### config.mk
export PLATFORM = sky130hd
export DESIGN_NAME = vga_noise_mixer
export DESIGN_NICKNAME = d
export VERILOG_FILES = /design/src/rtl/vga_noise_mixer.sv
export SDC_FILE = /design/constraint.sdc
export NUM_CORES = 1
export LEC_CHECK = 0
export CAP_MARGIN = 25
export CORE_MARGIN = 8
export CORE_UTILIZATION = 50
export CTS_CLUSTER_DIAMETER = 30
export DETAILED_ROUTE_END_ITERATION = 10
export GPL_ROUTABILITY_DRIVEN = 0
export PLACE_DENSITY = 0.87
export RECOVER_POWER = 25
export SLEW_MARGIN = 20
export SYNTH_ARGS = -nofsm -noshare
export SYNTH_HDL_FRONTEND = slang
export SYNTH_SLANG_ARGS = --single-unit
### constraint.sdc
create_clock -name clk -period 3 [get_ports clk]
set_input_delay 0.75 -clock clk [delete_from_list [all_inputs] [get_ports clk]]
set_output_delay 0.75 -clock clk [all_outputs]
set_load 0.01 [all_outputs]
### src/rtl/vga_noise_mixer.sv
`default_nettype none
// ============================================================================
//  Module   : vga_noise_mixer
//  Purpose  : Output stage in front of the TinyVGA PMOD. Registers the syncs,
//             blanking and 2-bit RGB in two pipeline stages. Adds a masked,
//             frame-faded noise value to each colour channel, saturating at 3.
//             A frame-driven FSM ramps the noise level 0..4 up, holds it at
//             full level, then ramps it back down.
//  Ports    : clk, reset                 - pixel clock, sync active-high reset
//             hsync_in, vsync_in         - syncs from the timing generator
//             display_on                 - visible-area flag
//             r_in, g_in, b_in           - 2-bit colour channels
//             noise, noise_mask          - PRNG byte and per-bit enable
//             fade_en                    - request the fade sequence
//             pmod_out                   - {hs, B0, G0, R0, vs, B1, G1, R1}
//             fade_level, fade_busy      - current level, FSM not idle
//  Revision : 1.0 - initial release
// ============================================================================
module vga_noise_mixer #(
    parameter int VSYNC_ACTIVE_LOW = 1,
    parameter int STEP_FRAMES      = 4,
    parameter int HOLD_FRAMES      = 60
) (
    input  logic       clk,
    input  logic       reset,
    input  logic       hsync_in,
    input  logic       vsync_in,
    input  logic       display_on,
    input  logic [1:0] r_in,
    input  logic [1:0] g_in,
    input  logic [1:0] b_in,
    input  logic [7:0] noise,
    input  logic [7:0] noise_mask,
    input  logic       fade_en,
    output logic [7:0] pmod_out,
    output logic [2:0] fade_level,
    output logic       fade_busy
);

    localparam logic       c_SYNC_IDLE = (VSYNC_ACTIVE_LOW != 0) ? 1'b1 : 1'b0;
    localparam logic [7:0] c_PMOD_RST  = {c_SYNC_IDLE, 3'b000, c_SYNC_IDLE, 3'b000};
    localparam logic [7:0] c_STEP      = 8'(STEP_FRAMES);
    localparam logic [7:0] c_HOLD      = 8'(HOLD_FRAMES);

    typedef enum logic [1:0] {
        S_OFF       = 2'd0,
        S_RAMP_UP   = 2'd1,
        S_HOLD      = 2'd2,
        S_RAMP_DOWN = 2'd3
    } state_t;

    // (n * level) >> 2 : level 0..4 scales a 0..3 noise value to 0..3
    function automatic logic [1:0] f_eff(input logic [1:0] n, input logic [2:0] lvl);
        logic [4:0] prod;
        prod = {3'b000, n} * {2'b00, lvl};
        return 2'(prod >> 2);
    endfunction

    function automatic logic [1:0] f_sat(input logic [1:0] c, input logic [1:0] e);
        logic [2:0] sum;
        sum = {1'b0, c} + {1'b0, e};
        return sum[2] ? 2'b11 : sum[1:0];
    endfunction

    state_t     r_state, w_state_nxt;
    logic [2:0] r_level, w_level_nxt;
    logic [7:0] r_count, w_count_nxt;
    logic [7:0] w_count_inc;

    logic       r_hs1, r_vs1, r_de1, r_vs1_d;
    logic [1:0] r_r1, r_g1, r_b1;
    logic [1:0] r_er1, r_eg1, r_eb1;
    logic [7:0] r_pmod;

    logic [1:0] w_nr, w_ng, w_nb;
    logic [1:0] w_r2, w_g2, w_b2;
    logic       w_vs_act, w_vs_act_d, w_tick;
    logic       w_unused;

    // Each channel takes two masked noise bits; bits 4 and 0 carry no colour.
    assign w_nr     = {noise[7] & noise_mask[7], noise[3] & noise_mask[3]};
    assign w_ng     = {noise[6] & noise_mask[6], noise[2] & noise_mask[2]};
    assign w_nb     = {noise[5] & noise_mask[5], noise[1] & noise_mask[1]};
    assign w_unused = ^{noise[4], noise[0], noise_mask[4], noise_mask[0]};

    // Stage 1: register inputs and the noise already scaled by the level in force now
    always_ff @(posedge clk) begin
        if (reset) begin
            r_hs1 <= c_SYNC_IDLE;
            r_vs1 <= c_SYNC_IDLE;
            r_de1 <= 1'b0;
            r_r1  <= 2'b00;
            r_g1  <= 2'b00;
            r_b1  <= 2'b00;
            r_er1 <= 2'b00;
            r_eg1 <= 2'b00;
            r_eb1 <= 2'b00;
        end else begin
            r_hs1 <= hsync_in;
            r_vs1 <= vsync_in;
            r_de1 <= display_on;
            r_r1  <= r_in;
            r_g1  <= g_in;
            r_b1  <= b_in;
            r_er1 <= f_eff(w_nr, r_level);
            r_eg1 <= f_eff(w_ng, r_level);
            r_eb1 <= f_eff(w_nb, r_level);
        end
    end

    // Stage 2: saturating add, blanking, pin packing
    assign w_r2 = r_de1 ? f_sat(r_r1, r_er1) : 2'b00;
    assign w_g2 = r_de1 ? f_sat(r_g1, r_eg1) : 2'b00;
    assign w_b2 = r_de1 ? f_sat(r_b1, r_eb1) : 2'b00;

    always_ff @(posedge clk) begin
        if (reset) begin
            r_pmod  <= c_PMOD_RST;
            r_vs1_d <= c_SYNC_IDLE;
        end else begin
            r_pmod  <= {r_hs1, w_b2[0], w_g2[0], w_r2[0],
                        r_vs1, w_b2[1], w_g2[1], w_r2[1]};
            r_vs1_d <= r_vs1;
        end
    end

    // Frame tick on the asserting edge of the stage-1 vsync
    assign w_vs_act   = (VSYNC_ACTIVE_LOW != 0) ? ~r_vs1   : r_vs1;
    assign w_vs_act_d = (VSYNC_ACTIVE_LOW != 0) ? ~r_vs1_d : r_vs1_d;
    assign w_tick     = w_vs_act & ~w_vs_act_d;

    assign w_count_inc = r_count + 8'd1;

    always_ff @(posedge clk) begin
        if (reset) begin
            r_state <= S_OFF;
            r_level <= 3'd0;
            r_count <= 8'd0;
        end else begin
            r_state <= w_state_nxt;
            r_level <= w_level_nxt;
            r_count <= w_count_nxt;
        end
    end

    always_comb begin
        w_state_nxt = r_state;
        w_level_nxt = r_level;
        w_count_nxt = r_count;
        if (w_tick) begin
            case (r_state)
                S_OFF: begin
                    if (fade_en) begin
                        w_state_nxt = S_RAMP_UP;
                        w_level_nxt = 3'd1;
                        w_count_nxt = 8'd0;
                    end
                end
                S_RAMP_UP: begin
                    if (!fade_en) begin
                        w_level_nxt = r_level - 3'd1;
                        w_count_nxt = 8'd0;
                        w_state_nxt = (r_level == 3'd1) ? S_OFF : S_RAMP_DOWN;
                    end else if (w_count_inc == c_STEP) begin
                        w_level_nxt = r_level + 3'd1;
                        w_count_nxt = 8'd0;
                        w_state_nxt = (r_level == 3'd3) ? S_HOLD : S_RAMP_UP;
                    end else begin
                        w_count_nxt = w_count_inc;
                    end
                end
                S_HOLD: begin
                    if (!fade_en || (w_count_inc == c_HOLD)) begin
                        w_state_nxt = S_RAMP_DOWN;
                        w_level_nxt = 3'd3;
                        w_count_nxt = 8'd0;
                    end else begin
                        w_count_nxt = w_count_inc;
                    end
                end
                S_RAMP_DOWN: begin
                    if (w_count_inc == c_STEP) begin
                        w_level_nxt = r_level - 3'd1;
                        w_count_nxt = 8'd0;
                        w_state_nxt = (r_level == 3'd1) ? S_OFF : S_RAMP_DOWN;
                    end else begin
                        w_count_nxt = w_count_inc;
                    end
                end
                default: begin
                    w_state_nxt = S_OFF;
                    w_level_nxt = 3'd0;
                    w_count_nxt = 8'd0;
                end
            endcase
        end
    end

    assign pmod_out   = r_pmod;
    assign fade_level = r_level;
    assign fade_busy  = (r_state != S_OFF);

endmodule
`default_nettype wire

==> metrics <==
status=complete, no violations; max incr delay on CP=0.66 ns; Mapped Nets=247; Synth cell types=50; Via density=5.422; vias in the first global route=1568; slowest CP cell=a211oi_1; highest metal used=met4; post-synth top area share=37.92%; I/O Pins=40; Clock Skews=0.007022 ns; crit path launch type=register; leading area contributor after synthesis=dfxtp_1; nets=280; number of I/O port buffers=35; core area=3661 um^2; pwr/cell area=407.7 nW/um^2; fin crit share=83.83%; DRT iter0 DRCs=70; ANT cells=0; first-pass GRT wire length=6927 um; commonest non-fill, non-tap cell in the layout=dfxtp_1; P_leak=0.0008672 uW; Clk Latency, worst-skew pair=0.29 ns; Cell Area, Synth=1901 um^2; max-slew violation count=0; Worst EP arrival=2.69 ns; Max transition margin=50.56%; routed vias=1556; Fin. Hold Viols=0; Achievable Freq=397.6 MHz; most frequent cells in the layout=36 x dfxtp_1, 34 x clkdlybuf4s50_1, 26 x nor2_1, 18 x nand3_1; DR WL met2=1998 um; met3 routed WL=169 um; PostCTS Resize Cnt=0; clock-pin transition on the worst setup and hold timing paths=0.07 ns; final setup fails=0; Post-Synthesis Cells=205; Layout area overhead=22.98%; Seq/Total Area, Yosys=37.92%; ys async rst share=0%; crit path kind=register to register; DP HPWL=3109 um; mean post-synth cell area=9.271 um^2; unrepaired setup endpoints after global routing=false; Final Util=63.84%; TritonCTS clock tree=yes; wl on met1=1832 um; Die Y=77.66 um; pin count of the biggest net entering global routing=16; clock tree sinks=36; DIE AREA=6030 um^2; Final Instance Area=2337 um^2; initial antenna violation count=0; drt wl/cell=14.22 um; die width=77.66 um; Yosys reg bits=36; largest cells by area after synthesis=dfxtp_1 38%, fa_1 6.3%, ha_1 5.3%; H-tree levels=2; CTS Root Cell=clkbuf_8; max-cap viol count=0; post-route ant nets=0; Starting Density=51.91%; CP top delay family=compound AO/OA/AOI/OAI gates; Yosys Warn Count=0; Hold WC Path Type=register to register; # DRC=0; total grt overflow=0; crit path cell chain=ha_1 > nor4b_1 > a21oi_1 > a211oi_1 > nor2_1 > a211o_1; Critical Path RT=3.18 ns; Top FF cell, synth=dfxtp_1; layout cells sized above 1=8.787%; final hold slack=0.4079 ns; Max clock buf depth=2; All-Layer GR Usage=14.09%; Placement Rows=22; worst-path maximum fanout=9; overall routed net length=4080 um; Max rail drop VDD=0.0002708 V; Critical Path Sink Type=register; Min Clock Period, post-route=2.515 ns; Fin Setup TNS=0 ns; Post-CTS Setup Inserts=0; Placed Instance Area=2251 um^2; Worst-Margin Slew=0.7372 ns; hold buffer count at cts=0; Post-synth EDFFs=0; first-pass detailed-route iteration total=4; CTS Buf Count=5; Buf/Inv on CP=0
[flip-flops by register name (all words and copies together) (netlist names)]
register / count
r_r1: 2
r_vs1: 1
fade_level: 3
r_b1: 2
r_er1: 2
r_hs1: 1
r_g1: 2
r_eb1: 2
r_count: 8
pmod_out: 8
r_de1: 1
r_state: 2
r_eg1: 2
[report_power, final]
part | internal [uW] | switching, uW
Sequential | 489 | 7.55
Clock | 186 | 169
Combinational | 56.3 | 44.4
[logic make-up after synthesis]
| kind of cell | after synthesis | synth area share, % |
|---|---|---|
| and+or+nand+nor | 94 | 26.33 |
| xor gates and xnor gates | 5 | 2.305 |
| adders and majority gates | 14 | 11.59 |
| muxes | 3 | 1.909 |
| DFF | 36 | 37.92 |
| buffers and inverters | 16 | 4.937 |
| AOI/OAI and AO/OA | 37 | 15.01 |
[layout make-up]
type                    count  area [um^2]
clock buffers               7        86.33
clock inverters             1        7.507
fillers                   301         1324
inverters                   5        18.77
multi-input cells         153         1086
flip-flops and latches     36        720.7
well taps                  48        60.06
repair buffers             37        357.8
[routing by layer]
layer / vias up / GRT usage [%]
met5: - / 0
met2: 30 / 24.73
met1: 733 / 15.22
met3: 6 / 3.687
met4: 0 / 7.170
li1: 787 / -
[worst reg2reg max path, stage by stage, from the launching register on]
cell and delay (ns):
dfxtp_1 0.40, ha_1 0.33, nor4b_1 0.42, a21oi_1 0.20, a211oi_1 0.66, nor2_1 0.11
a211o_1 0.29
[through the flow]
step	setup WS, ns	power [uW]	cells
final	0.4852	952.8	287
after CTS	0.5067	966.0	287
after global routing	0.4066	991.5	287
after global placement	0.3582	606.9	279
after floorplan	0.7146	555.9	205
after detailed placement	0.2755	609.5	279
[path summary, 6_finish.rpt]
kind         slack, ns                      end                     from  cells past startpoint
min reg2reg       0.41   pmod_out[7]$_SDFF_PP1_         r_hs1$_SDFF_PP1_                      1
max               0.49  r_count[4]$_SDFFE_PP0P_  r_count[0]$_SDFFE_PP0P_                      6
max reg2reg       0.49  r_count[4]$_SDFFE_PP0P_  r_count[0]$_SDFFE_PP0P_                      6
min               0.41   pmod_out[7]$_SDFF_PP1_         r_hs1$_SDFF_PP1_                      1
[cells in the mapped netlist (5+ instances only)]
cell and n:
o21ai_0 6, dfxtp_1 36, nor2_1 26, fa_1 6
nand3_1 18, a21oi_1 6, nor2b_1 11, or2_2 5
inv_1 5, nand2_1 11, ha_1 8
(Power assumes the default switching activity.)
